<file path="src/rtl/ex_divider_pkg.sv">
// Shared CPU constants: ALU_SELECT opcodes and divider opcode decode helpers.
// Pure constants and functions, no clocked logic.
// Imported by the EX-stage divider and its bus interface.
package ex_divider_pkg;

  localparam logic [5:0] ALU_DIV  = 6'b011100;
  localparam logic [5:0] ALU_DIVU = 6'b011101;
  localparam logic [5:0] ALU_REM  = 6'b011110;
  localparam logic [5:0] ALU_REMU = 6'b011111;

  localparam logic [5:0] DIV_CNT_INIT = 6'd32;

  function automatic logic is_div_op(input logic [5:0] op);
    return (op == ALU_DIV) || (op == ALU_DIVU) || (op == ALU_REM) || (op == ALU_REMU);
  endfunction

  function automatic logic is_signed_op(input logic [5:0] op);
    return (op == ALU_DIV) || (op == ALU_REM);
  endfunction

  function automatic logic is_rem_op(input logic [5:0] op);
    return (op == ALU_REM) || (op == ALU_REMU);
  endfunction

endpackage

</file>
<file path="src/rtl/ex_divider_if.sv">
// EX-stage divider bus: opcode/operands from ID/EX, stall/done/result back.
// Wires only, no latency.
// DIV_STALL is the backpressure towards PC and the pipeline registers.
interface ex_divider_if;

  logic [5:0]  EX_ALU_SELECT;
  logic [31:0] EX_REG_DATA1;
  logic [31:0] EX_REG_DATA2;
  logic        DIV_STALL;
  logic        DIV_DONE;
  logic [31:0] DIV_RESULT;

  modport master (
    output EX_ALU_SELECT, EX_REG_DATA1, EX_REG_DATA2,
    input  DIV_STALL, DIV_DONE, DIV_RESULT
  );

  modport slave (
    input  EX_ALU_SELECT, EX_REG_DATA1, EX_REG_DATA2,
    output DIV_STALL, DIV_DONE, DIV_RESULT
  );

endinterface

</file>
<file path="src/rtl/ex_divider_div_step.sv">
// One restoring-division step on unsigned magnitudes.
// Purely combinational, zero latency.
// No flow control; the caller sequences the steps.
module ex_divider_div_step (
  input  logic [31:0] rem_i,
  input  logic [31:0] quo_i,
  input  logic [31:0] dvs_i,
  output logic [31:0] rem_o,
  output logic [31:0] quo_o
);

  logic [32:0] rem_shift;
  logic [32:0] diff;

  // Shift the next dividend bit into the partial remainder and trial-subtract.
  always_comb begin
    rem_shift = {rem_i, quo_i[31]};
    diff      = rem_shift - {1'b0, dvs_i};
    if (!diff[32]) begin
      rem_o = diff[31:0];
      quo_o = {quo_i[30:0], 1'b1};
    end else begin
      rem_o = rem_shift[31:0];
      quo_o = {quo_i[30:0], 1'b0};
    end
  end

endmodule

</file>
<file path="src/rtl/ex_divider.sv">
// Multi-cycle EX-stage divider (DIV/DIVU/REM/REMU), macro DIV_FAST_SPECIAL_EN.
// Latency 34 cycles (1 IDLE + 32 CALC + 1 DONE); 2 for /0 and overflow when the macro is set.
// DIV_STALL holds the pipeline from the IDLE start cycle until DONE.
module ex_divider
  import ex_divider_pkg::*;
(
  input  logic        CLK,
  input  logic        RESET,
  ex_divider_if.slave bus
);

  typedef enum logic [1:0] {
    S_IDLE = 2'd0,
    S_CALC = 2'd1,
    S_DONE = 2'd2
  } state_e;

  state_e      state_q, state_d;
  logic [5:0]  cnt_q, cnt_d;
  logic [5:0]  op_q, op_d;
  logic [31:0] quo_q, quo_d;
  logic [31:0] rem_q, rem_d;
  logic [31:0] dvs_q, dvs_d;
  logic        neg_quo_q, neg_quo_d;
  logic        neg_rem_q, neg_rem_d;
  logic        spec_q, spec_d;
  logic [31:0] spec_res_q, spec_res_d;
  logic [31:0] result_q, result_d;

  // Incoming operand decode: sign handling and special-case detection.
  logic        start;
  logic        in_signed;
  logic        a_neg, b_neg;
  logic [31:0] a_mag, b_mag;
  logic        div_zero, sgn_ovf;
  logic [31:0] spec_res;

  // Step datapath and sign post-processing of the final step.
  logic [31:0] step_rem, step_quo;
  logic [31:0] quo_fix, rem_fix, calc_res;

  // Operand pre-processing: magnitudes, sign flags and special results.
  always_comb begin
    start     = is_div_op(bus.EX_ALU_SELECT);
    in_signed = is_signed_op(bus.EX_ALU_SELECT);
    a_neg     = in_signed && bus.EX_REG_DATA1[31];
    b_neg     = in_signed && bus.EX_REG_DATA2[31];
    a_mag     = a_neg ? -bus.EX_REG_DATA1 : bus.EX_REG_DATA1;
    b_mag     = b_neg ? -bus.EX_REG_DATA2 : bus.EX_REG_DATA2;
    div_zero  = (bus.EX_REG_DATA2 == 32'h0);
    sgn_ovf   = in_signed && (bus.EX_REG_DATA1 == 32'h8000_0000) &&
                (bus.EX_REG_DATA2 == 32'hFFFF_FFFF);
    // Divide-by-zero takes precedence; overflow only applies with a nonzero divisor.
    spec_res  = 32'h0;
    if (div_zero) begin
      spec_res = is_rem_op(bus.EX_ALU_SELECT) ? bus.EX_REG_DATA1 : 32'hFFFF_FFFF;
    end else if (sgn_ovf) begin
      spec_res = is_rem_op(bus.EX_ALU_SELECT) ? 32'h0 : 32'h8000_0000;
    end
  end

  ex_divider_div_step u_step (
    .rem_i (rem_q),
    .quo_i (quo_q),
    .dvs_i (dvs_q),
    .rem_o (step_rem),
    .quo_o (step_quo)
  );

  // Sign post-processing of the last step's quotient and remainder.
  always_comb begin
    quo_fix  = neg_quo_q ? -step_quo : step_quo;
    rem_fix  = neg_rem_q ? -step_rem : step_rem;
    calc_res = spec_q ? spec_res_q : (is_rem_op(op_q) ? rem_fix : quo_fix);
  end

  // Next-state and datapath load logic for the IDLE/CALC/DONE sequence.
  always_comb begin
    state_d    = state_q;
    cnt_d      = cnt_q;
    op_d       = op_q;
    quo_d      = quo_q;
    rem_d      = rem_q;
    dvs_d      = dvs_q;
    neg_quo_d  = neg_quo_q;
    neg_rem_d  = neg_rem_q;
    spec_d     = spec_q;
    spec_res_d = spec_res_q;
    result_d   = result_q;
    case (state_q)
      S_IDLE: begin
        if (start) begin
          op_d       = bus.EX_ALU_SELECT;
          quo_d      = a_mag;
          rem_d      = 32'h0;
          dvs_d      = b_mag;
          neg_quo_d  = a_neg ^ b_neg;
          neg_rem_d  = a_neg;
          spec_d     = div_zero || sgn_ovf;
          spec_res_d = spec_res;
          cnt_d      = DIV_CNT_INIT;
          state_d    = S_CALC;
`ifdef DIV_FAST_SPECIAL_EN
          if (div_zero || sgn_ovf) begin
            cnt_d    = 6'd0;
            result_d = spec_res;
            state_d  = S_DONE;
          end
`endif
        end
      end
      S_CALC: begin
        quo_d = step_quo;
        rem_d = step_rem;
        cnt_d = cnt_q - 6'd1;
        if (cnt_q == 6'd1) begin
          result_d = calc_res;
          state_d  = S_DONE;
        end
      end
      S_DONE: begin
        state_d = S_IDLE;
      end
      default: begin
        state_d = S_IDLE;
      end
    endcase
  end

  // State and datapath registers; reset wins over any opcode present.
  always_ff @(posedge CLK) begin
    if (RESET) begin
      state_q    <= S_IDLE;
      cnt_q      <= 6'd0;
      op_q       <= 6'd0;
      quo_q      <= 32'h0;
      rem_q      <= 32'h0;
      dvs_q      <= 32'h0;
      neg_quo_q  <= 1'b0;
      neg_rem_q  <= 1'b0;
      spec_q     <= 1'b0;
      spec_res_q <= 32'h0;
      result_q   <= 32'h0;
    end else begin
      state_q    <= state_d;
      cnt_q      <= cnt_d;
      op_q       <= op_d;
      quo_q      <= quo_d;
      rem_q      <= rem_d;
      dvs_q      <= dvs_d;
      neg_quo_q  <= neg_quo_d;
      neg_rem_q  <= neg_rem_d;
      spec_q     <= spec_d;
      spec_res_q <= spec_res_d;
      result_q   <= result_d;
    end
  end

  // Stall is combinational on the opcode in IDLE so the start cycle is held too.
  assign bus.DIV_STALL  = !RESET && (((state_q == S_IDLE) && start) || (state_q == S_CALC));
  assign bus.DIV_DONE   = !RESET && (state_q == S_DONE);
  assign bus.DIV_RESULT = result_q;

endmodule

</file>
<file path="src/flat_wrapper.sv">
// flat-port wrapper written by rule: the top's interface ports become plain ports
module ex_divider_flat import ex_divider_pkg::*;
  (CLK, RESET, bus_EX_ALU_SELECT, bus_EX_REG_DATA1, bus_EX_REG_DATA2, bus_DIV_STALL, bus_DIV_DONE, bus_DIV_RESULT);
  ex_divider_if bus_i ();
  input  logic CLK;
  input  logic RESET;
  input wire logic [$bits(bus_i.EX_ALU_SELECT)-1:0] bus_EX_ALU_SELECT;
  input wire logic [$bits(bus_i.EX_REG_DATA1)-1:0] bus_EX_REG_DATA1;
  input wire logic [$bits(bus_i.EX_REG_DATA2)-1:0] bus_EX_REG_DATA2;
  output wire logic [$bits(bus_i.DIV_STALL)-1:0] bus_DIV_STALL;
  output wire logic [$bits(bus_i.DIV_DONE)-1:0] bus_DIV_DONE;
  output wire logic [$bits(bus_i.DIV_RESULT)-1:0] bus_DIV_RESULT;
  assign bus_i.EX_ALU_SELECT = bus_EX_ALU_SELECT;
  assign bus_i.EX_REG_DATA1 = bus_EX_REG_DATA1;
  assign bus_i.EX_REG_DATA2 = bus_EX_REG_DATA2;
  assign bus_DIV_STALL = bus_i.DIV_STALL;
  assign bus_DIV_DONE = bus_i.DIV_DONE;
  assign bus_DIV_RESULT = bus_i.DIV_RESULT;
  ex_divider u_core (.CLK(CLK), .RESET(RESET), .bus(bus_i));
endmodule
</file>
<file path="config.mk">
export PLATFORM = sky130hd
export DESIGN_NAME = ex_divider_flat
export DESIGN_NICKNAME = d
export VERILOG_FILES = /design/src/rtl/ex_divider_pkg.sv /design/src/rtl/ex_divider_if.sv /design/src/rtl/ex_divider_div_step.sv /design/src/rtl/ex_divider.sv /design/src/flat_wrapper.sv
export SDC_FILE = /design/constraint.sdc
export NUM_CORES = 1
export LEC_CHECK = 0
export ABC_AREA = 0
export BUFFER_PORTS_ARGS = -buffer_cell sky130_fd_sc_hd__buf_2
export CELL_PAD_IN_SITES_DETAIL_PLACEMENT = 0
export CELL_PAD_IN_SITES_GLOBAL_PLACEMENT = 1
export CORE_AREA = 2 2 170 172
export CTS_CLUSTER_DIAMETER = 40
export DETAILED_ROUTE_END_ITERATION = 6
export DIE_AREA = 0 0 172 174
export GPL_ROUTABILITY_DRIVEN = 0
export GPL_TIMING_DRIVEN = 0
export PLACE_DENSITY = 0.83
export SYNTH_ARGS = -nofsm -noshare
export SYNTH_HDL_FRONTEND = slang
export SYNTH_SLANG_ARGS = --single-unit
</file>
<file path="constraint.sdc">
create_clock -name CLK -period 6.65 [get_ports CLK]
set_clock_uncertainty 0.2 [all_clocks]
set_input_delay 0.3325 -clock CLK [delete_from_list [all_inputs] [get_ports CLK]]
set_output_delay 0.3325 -clock CLK [all_outputs]
set_load 0.01 [all_outputs]
</file>
==> results.py <==
metrics = {
    "layout": {
        "final_instance_count_excl_fillers": 2196,
        "drive_gt1_frac": 0.102,
        "antenna_cells": 0,
        "layout-area-overhead-vs-synth_pct": 12.9,
        "num-nets-final": 1911,
    },
    "sta": {
        "layout_min_cycle_time_ns": 6.16,
        "setup_viol_count_final": 0,
        "tightest_slew_ns": 1.33,
        "maxSlewHeadroom": 0.108,
        "fmax_mhz": 162,
        "finalCritPeriodShare": 0.926,
        "fin_worst_hold_slack_ns": 0.0300,
        "timing.final.ws_setup_ns": 0.492,
        "timing.setup.tns_ns": 0,
        "final_hold_viol_count": 0,
        "rsz0062_at_grt": "false",
        "timing_max_transition_violations_final": 0,
    },
    "outcome": {
        "run_status": "finished with violations",
        "violations_in_the_final_reports": "design-rule violations",
    },
    "clocking": {
        "clk_latency_ns": 0.45,
        "cts_tree": "done",
        "worst_setup_hold_path_clk_slew_ns": 0.08,
        "clock_path_buffers": 2,
        "total_number_of_h_tree_levels": 4,
        "clk_tree_root_cell": "sky130_fd_sc_hd__clkbuf_16",
        "cts_buffers": 17,
        "clock_sinks": 176,
    },
    "logic_synthesis": {
        "synth_top_family_by_area": "compound AO/OA/AOI/OAI gates",
        "post_synth_and_or_nand_nor_area_fraction": 0.242,
        "seq_area_frac_synth": 0.282,
        "synth-compound-area-share": 0.265,
        "number_of_nets_produced_by_synthesis": 1788,
        "synth_mux_area_frac": 0.0288,
        "yosys_warnings": 0,
        "post_synth.cell_area_avg_um2": 7.45,
        "synth_edf_count": 0,
        "adder_cell_share_of_the_synthesized_area": 0.0407,
        "synth_ff_type": "sky130_fd_sc_hd__dfxtp_1",
        "syn-cell-area_um2": 12500,
        "synth_xor_xnor_area_share": 0.0905,
        "synth_seq_cells": 176,
        "yosysUniqueCellTypes": 85,
        "synthArstFlopShare": 0,
        "synthesized_instance_count": 1676,
    },
    "job": {
        "timing.max_cap.violations": 0,
    },
    "die": {
        "fp.dieArea_um2": 29900,
        "die_y_um": 174,
        "fp.dieW_um": 172,
        "fp-row-count": 62,
        "start_util": 0.442,
        "placeableCoreArea_um2": 28200,
        "design.portCount": 106,
    },
    "placed_design": {
        "dp_worst_setup_slack_ns": 0.0573,
        "detailedPlacementHpwl_um": 37200,
        "numPortBuffers": 104,
        "place.detailed.instances": 2164,
    },
    "global_route": {
        "grt_pass1_vias": 12184,
        "number_of_antenna_violations_at_the_first_check_in_global_routing": 0,
        "grt_first_pass_wirelength_um": 71500,
        "grt_overflow": 0,
        "grt_start_max_net_pins": 19,
        "grt.total_usage": 0.312,
    },
    "drt": {
        "drtPass1Iterations": 7,
        "detailed_route_via_count": 13467,
        "avgViaCountPerCell": 6.13,
        "initial_detailed_routing_violation_count": 1457,
        "route.detailed.drc": 10,
        "wl_per_cell_um": 21.4,
        "finalWirelength_um": 47100,
        "final_antenna_net_count": 0,
    },
    "critical_path": {
        "worst-endpoint-arrival_ns": 6.34,
        "worst_r2r_endpoint": "u_core.bus.DIV_RESULT[18]",
        "reg2reg_setup_slack_ns": 0.49,
        "critical_path.n_buffers_inverters": 3,
        "critPathLaunch": "u_core.quo_q[31]",
        "crit_slowest_cell": "sky130_fd_sc_hd__a211oi_2",
        "worstSetupEndpointType": "flip-flop",
        "reg2reg_from": "u_core.quo_q[31]",
        "crit_path_start_kind": "flip-flop",
        "critPathMaxFanout": 19,
        "critical_path.top_delay_family": "compound AO/OA/AOI/OAI gates",
        "rr_worst_depth": 20,
        "critPathKind": "flip-flop to flip-flop",
        "worstSetupPathDepth": 20,
        "crit_required_ns": 6.83,
        "crit_path_max_incr_delay_ns": 0.41,
        "critical_path.cell_chain": "inv_1 > ha_1 > fa_1 > nand2b_1 > a211oi_2 > o21ai_1 > o21a_1 > o311a_4 > nor2_8 > inv_2 > clkbuf_2 > a21oi_1 > ha_1 > nand2_1 > nor3_1 > a41oi_1 > o31ai_1 > xor2_1 > a21oi_1 > o21ai_1",
        "worst_setup_path_endpoint": "u_core.bus.DIV_RESULT[18]",
    },
    "min_path": {
        "holdCritPathClass": "input pin to flip-flop",
        "timing.hold.worst_path_depth": 3,
    },
    "power_and_ir_drop": {
        "p_leak_nw": 5.35,
        "powerDensity_nw_per_um2": 277,
        "power.ir.vdd_worst_v": 0.000222,
    },
}
==> layout make-up <==
class | count | area (µm²)
Clock buffer | 18 | 429
Fill cell | 2909 | 14100
Clock inverter | 14 | 171
Inverter | 61 | 229
Tap cell | 384 | 480
Sequential cell | 176 | 3520
Timing Repair Buffer | 105 | 531
Multi-Input combinational cell | 1334 | 8330
Buffer | 104 | 404
==> timing repair <==
| action | 4_1_cts | 5_1_grt |
|---|---|---|
| buffers inserted | 0 | 0 |
| endpoints found under the setup margin | 0 | 12 |
| hold endpoints to repair | 1 | 0 |
| hold buffers | 1 | 0 |
| gates resized for setup | 0 | 2 |
==> worst register-to-register path, delay by kind of cell (launching register included) <==
kind	cells	cell delay [ns]
buffers and inverters	3	0.65
adders and majority gates	3	0.89
and+or+nand+nor	4	0.90
xor gates and xnor gates	1	0.25
DFF	1	0.35
AOI/OAI and AO/OA	9	2.86
==> power breakdown <==
| part | leakage [nW] | internal, mW | total (mW) | switching, mW |
|---|---|---|---|---|
| clock | 0.294 | 0.541 | 1.06 | 0.516 |
| sequential | 1.42 | 1.08 | 1.10 | 0.0252 |
| combinational | 3.63 | 0.574 | 1.74 | 1.17 |
==> registers in the layout (all words and copies together) (netlist names), 2 cells and up <==
name                   count
u_core.bus.DIV_RESULT     32
u_core.rem_q              32
u_core.spec_res_q         32
u_core.cnt_q               6
u_core.dvs_q              32
u_core.quo_q              32
u_core.op_q                5
u_core.state_q             2
==> through the flow <==
stage | cell area (µm²) | power, mW | util
final | 14100 | 3.90 | 0.499
after CTS | 14100 | 3.86 | 0.499
after global routing | 14100 | 4.06 | 0.499
after detailed placement | 13500 | 2.82 | 0.478
after global placement | 13500 | 2.81 | 0.478
after floorplan | 12500 | 2.30 | -
==> metal layers <==
metal	GRT usage	routed length, µm	up-vias
met5	0	0	-
met4	0.0931	1330	0
met3	0.0633	4280	113
met2	0.469	20100	621
met1	0.449	21300	6382
li1	-	-	6351
==> kinds of logic after synthesis <==
family,count (synthesis)
compound gates,502
flops,176
fa+ha+maj,40
buf+inv,166
mux,33
simple gates,630
xor+xnor,129
==> placed cells by master, fill, tap and decap left out, types with 5 or more instances in the layout <==
cell and instances:
sky130_fd_sc_hd__ha_1 39, sky130_fd_sc_hd__clkbuf_1 89, sky130_fd_sc_hd__nand2b_1 37, sky130_fd_sc_hd__o21ai_0 91, sky130_fd_sc_hd__inv_8 5, sky130_fd_sc_hd__nor4_1 22, sky130_fd_sc_hd__and3_1 15, sky130_fd_sc_hd__a222oi_1 30
sky130_fd_sc_hd__nand3_1 66, sky130_fd_sc_hd__a21oi_1 151, sky130_fd_sc_hd__nor2_1 160, sky130_fd_sc_hd__xnor2_1 60, sky130_fd_sc_hd__or4_1 12, sky130_fd_sc_hd__a31oi_1 16, sky130_fd_sc_hd__or2_2 11, sky130_fd_sc_hd__o21bai_1 5
sky130_fd_sc_hd__o21ai_1 33, sky130_fd_sc_hd__and2_1 11, sky130_fd_sc_hd__a311oi_1 10, sky130_fd_sc_hd__dfxtp_1 176, sky130_fd_sc_hd__buf_1 5, sky130_fd_sc_hd__mux2i_1 28, sky130_fd_sc_hd__clkbuf_16 17, sky130_fd_sc_hd__a21o_1 8
sky130_fd_sc_hd__nor3_1 33, sky130_fd_sc_hd__inv_1 59, sky130_fd_sc_hd__or3_1 24, sky130_fd_sc_hd__buf_2 114, sky130_fd_sc_hd__a21boi_0 5, sky130_fd_sc_hd__nand4_1 19, sky130_fd_sc_hd__xor2_1 69, sky130_fd_sc_hd__o211ai_1 8
sky130_fd_sc_hd__o41ai_1 9, sky130_fd_sc_hd__a211oi_1 48, sky130_fd_sc_hd__nand2_1 191, sky130_fd_sc_hd__o31ai_1 31
==> Yosys cell counts (11+ instances only) <==
cell                       count  area, µm²
sky130_fd_sc_hd__ha_1         39        488
sky130_fd_sc_hd__nand2_1     191        717
sky130_fd_sc_hd__or2_2        11       68.8
sky130_fd_sc_hd__xnor2_1      60        526
sky130_fd_sc_hd__or4_1        12       90.1
sky130_fd_sc_hd__clkbuf_1     90        338
sky130_fd_sc_hd__o21ai_1      33        165
sky130_fd_sc_hd__inv_1        59        221
sky130_fd_sc_hd__and3_1       15       93.8
sky130_fd_sc_hd__xor2_1       69        604
sky130_fd_sc_hd__o31ai_1      31        233
sky130_fd_sc_hd__dfxtp_1     176       3520
sky130_fd_sc_hd__a21oi_1     151        756
sky130_fd_sc_hd__nand4_1      19        119
sky130_fd_sc_hd__a211oi_1     48        360
sky130_fd_sc_hd__a222oi_1     30        300
sky130_fd_sc_hd__nor4_1       22        138
sky130_fd_sc_hd__nor2_1      160        601
sky130_fd_sc_hd__nor3_1       33        165
sky130_fd_sc_hd__and2_1       11       68.8
sky130_fd_sc_hd__a31oi_1      16        100
sky130_fd_sc_hd__nand3_1      66        330
sky130_fd_sc_hd__nand2b_1     37        231
sky130_fd_sc_hd__o21ai_0      91        455
sky130_fd_sc_hd__or3_1        24        150
sky130_fd_sc_hd__mux2i_1      28        280
==> how the worst min path moves through the flow <==
stage	startpoint	to	slack (ns)
2_1_floorplan	u_core.rem_q[31]	u_core.rem_q[31]	0.23
3_3_place_gp	u_core.spec_res_q[29]	u_core.spec_res_q[29]	0.24
3_5_place_dp	u_core.spec_res_q[29]	u_core.spec_res_q[29]	0.24
4_1_cts	bus_EX_REG_DATA1[0]	u_core.quo_q[0]	0.02
5_1_grt	bus_EX_REG_DATA2[1]	u_core.dvs_q[1]	0.04
6_report	bus_EX_REG_DATA2[1]	u_core.dvs_q[1]	0.03
No activity file was read; power rests on OpenSTA's default activity.
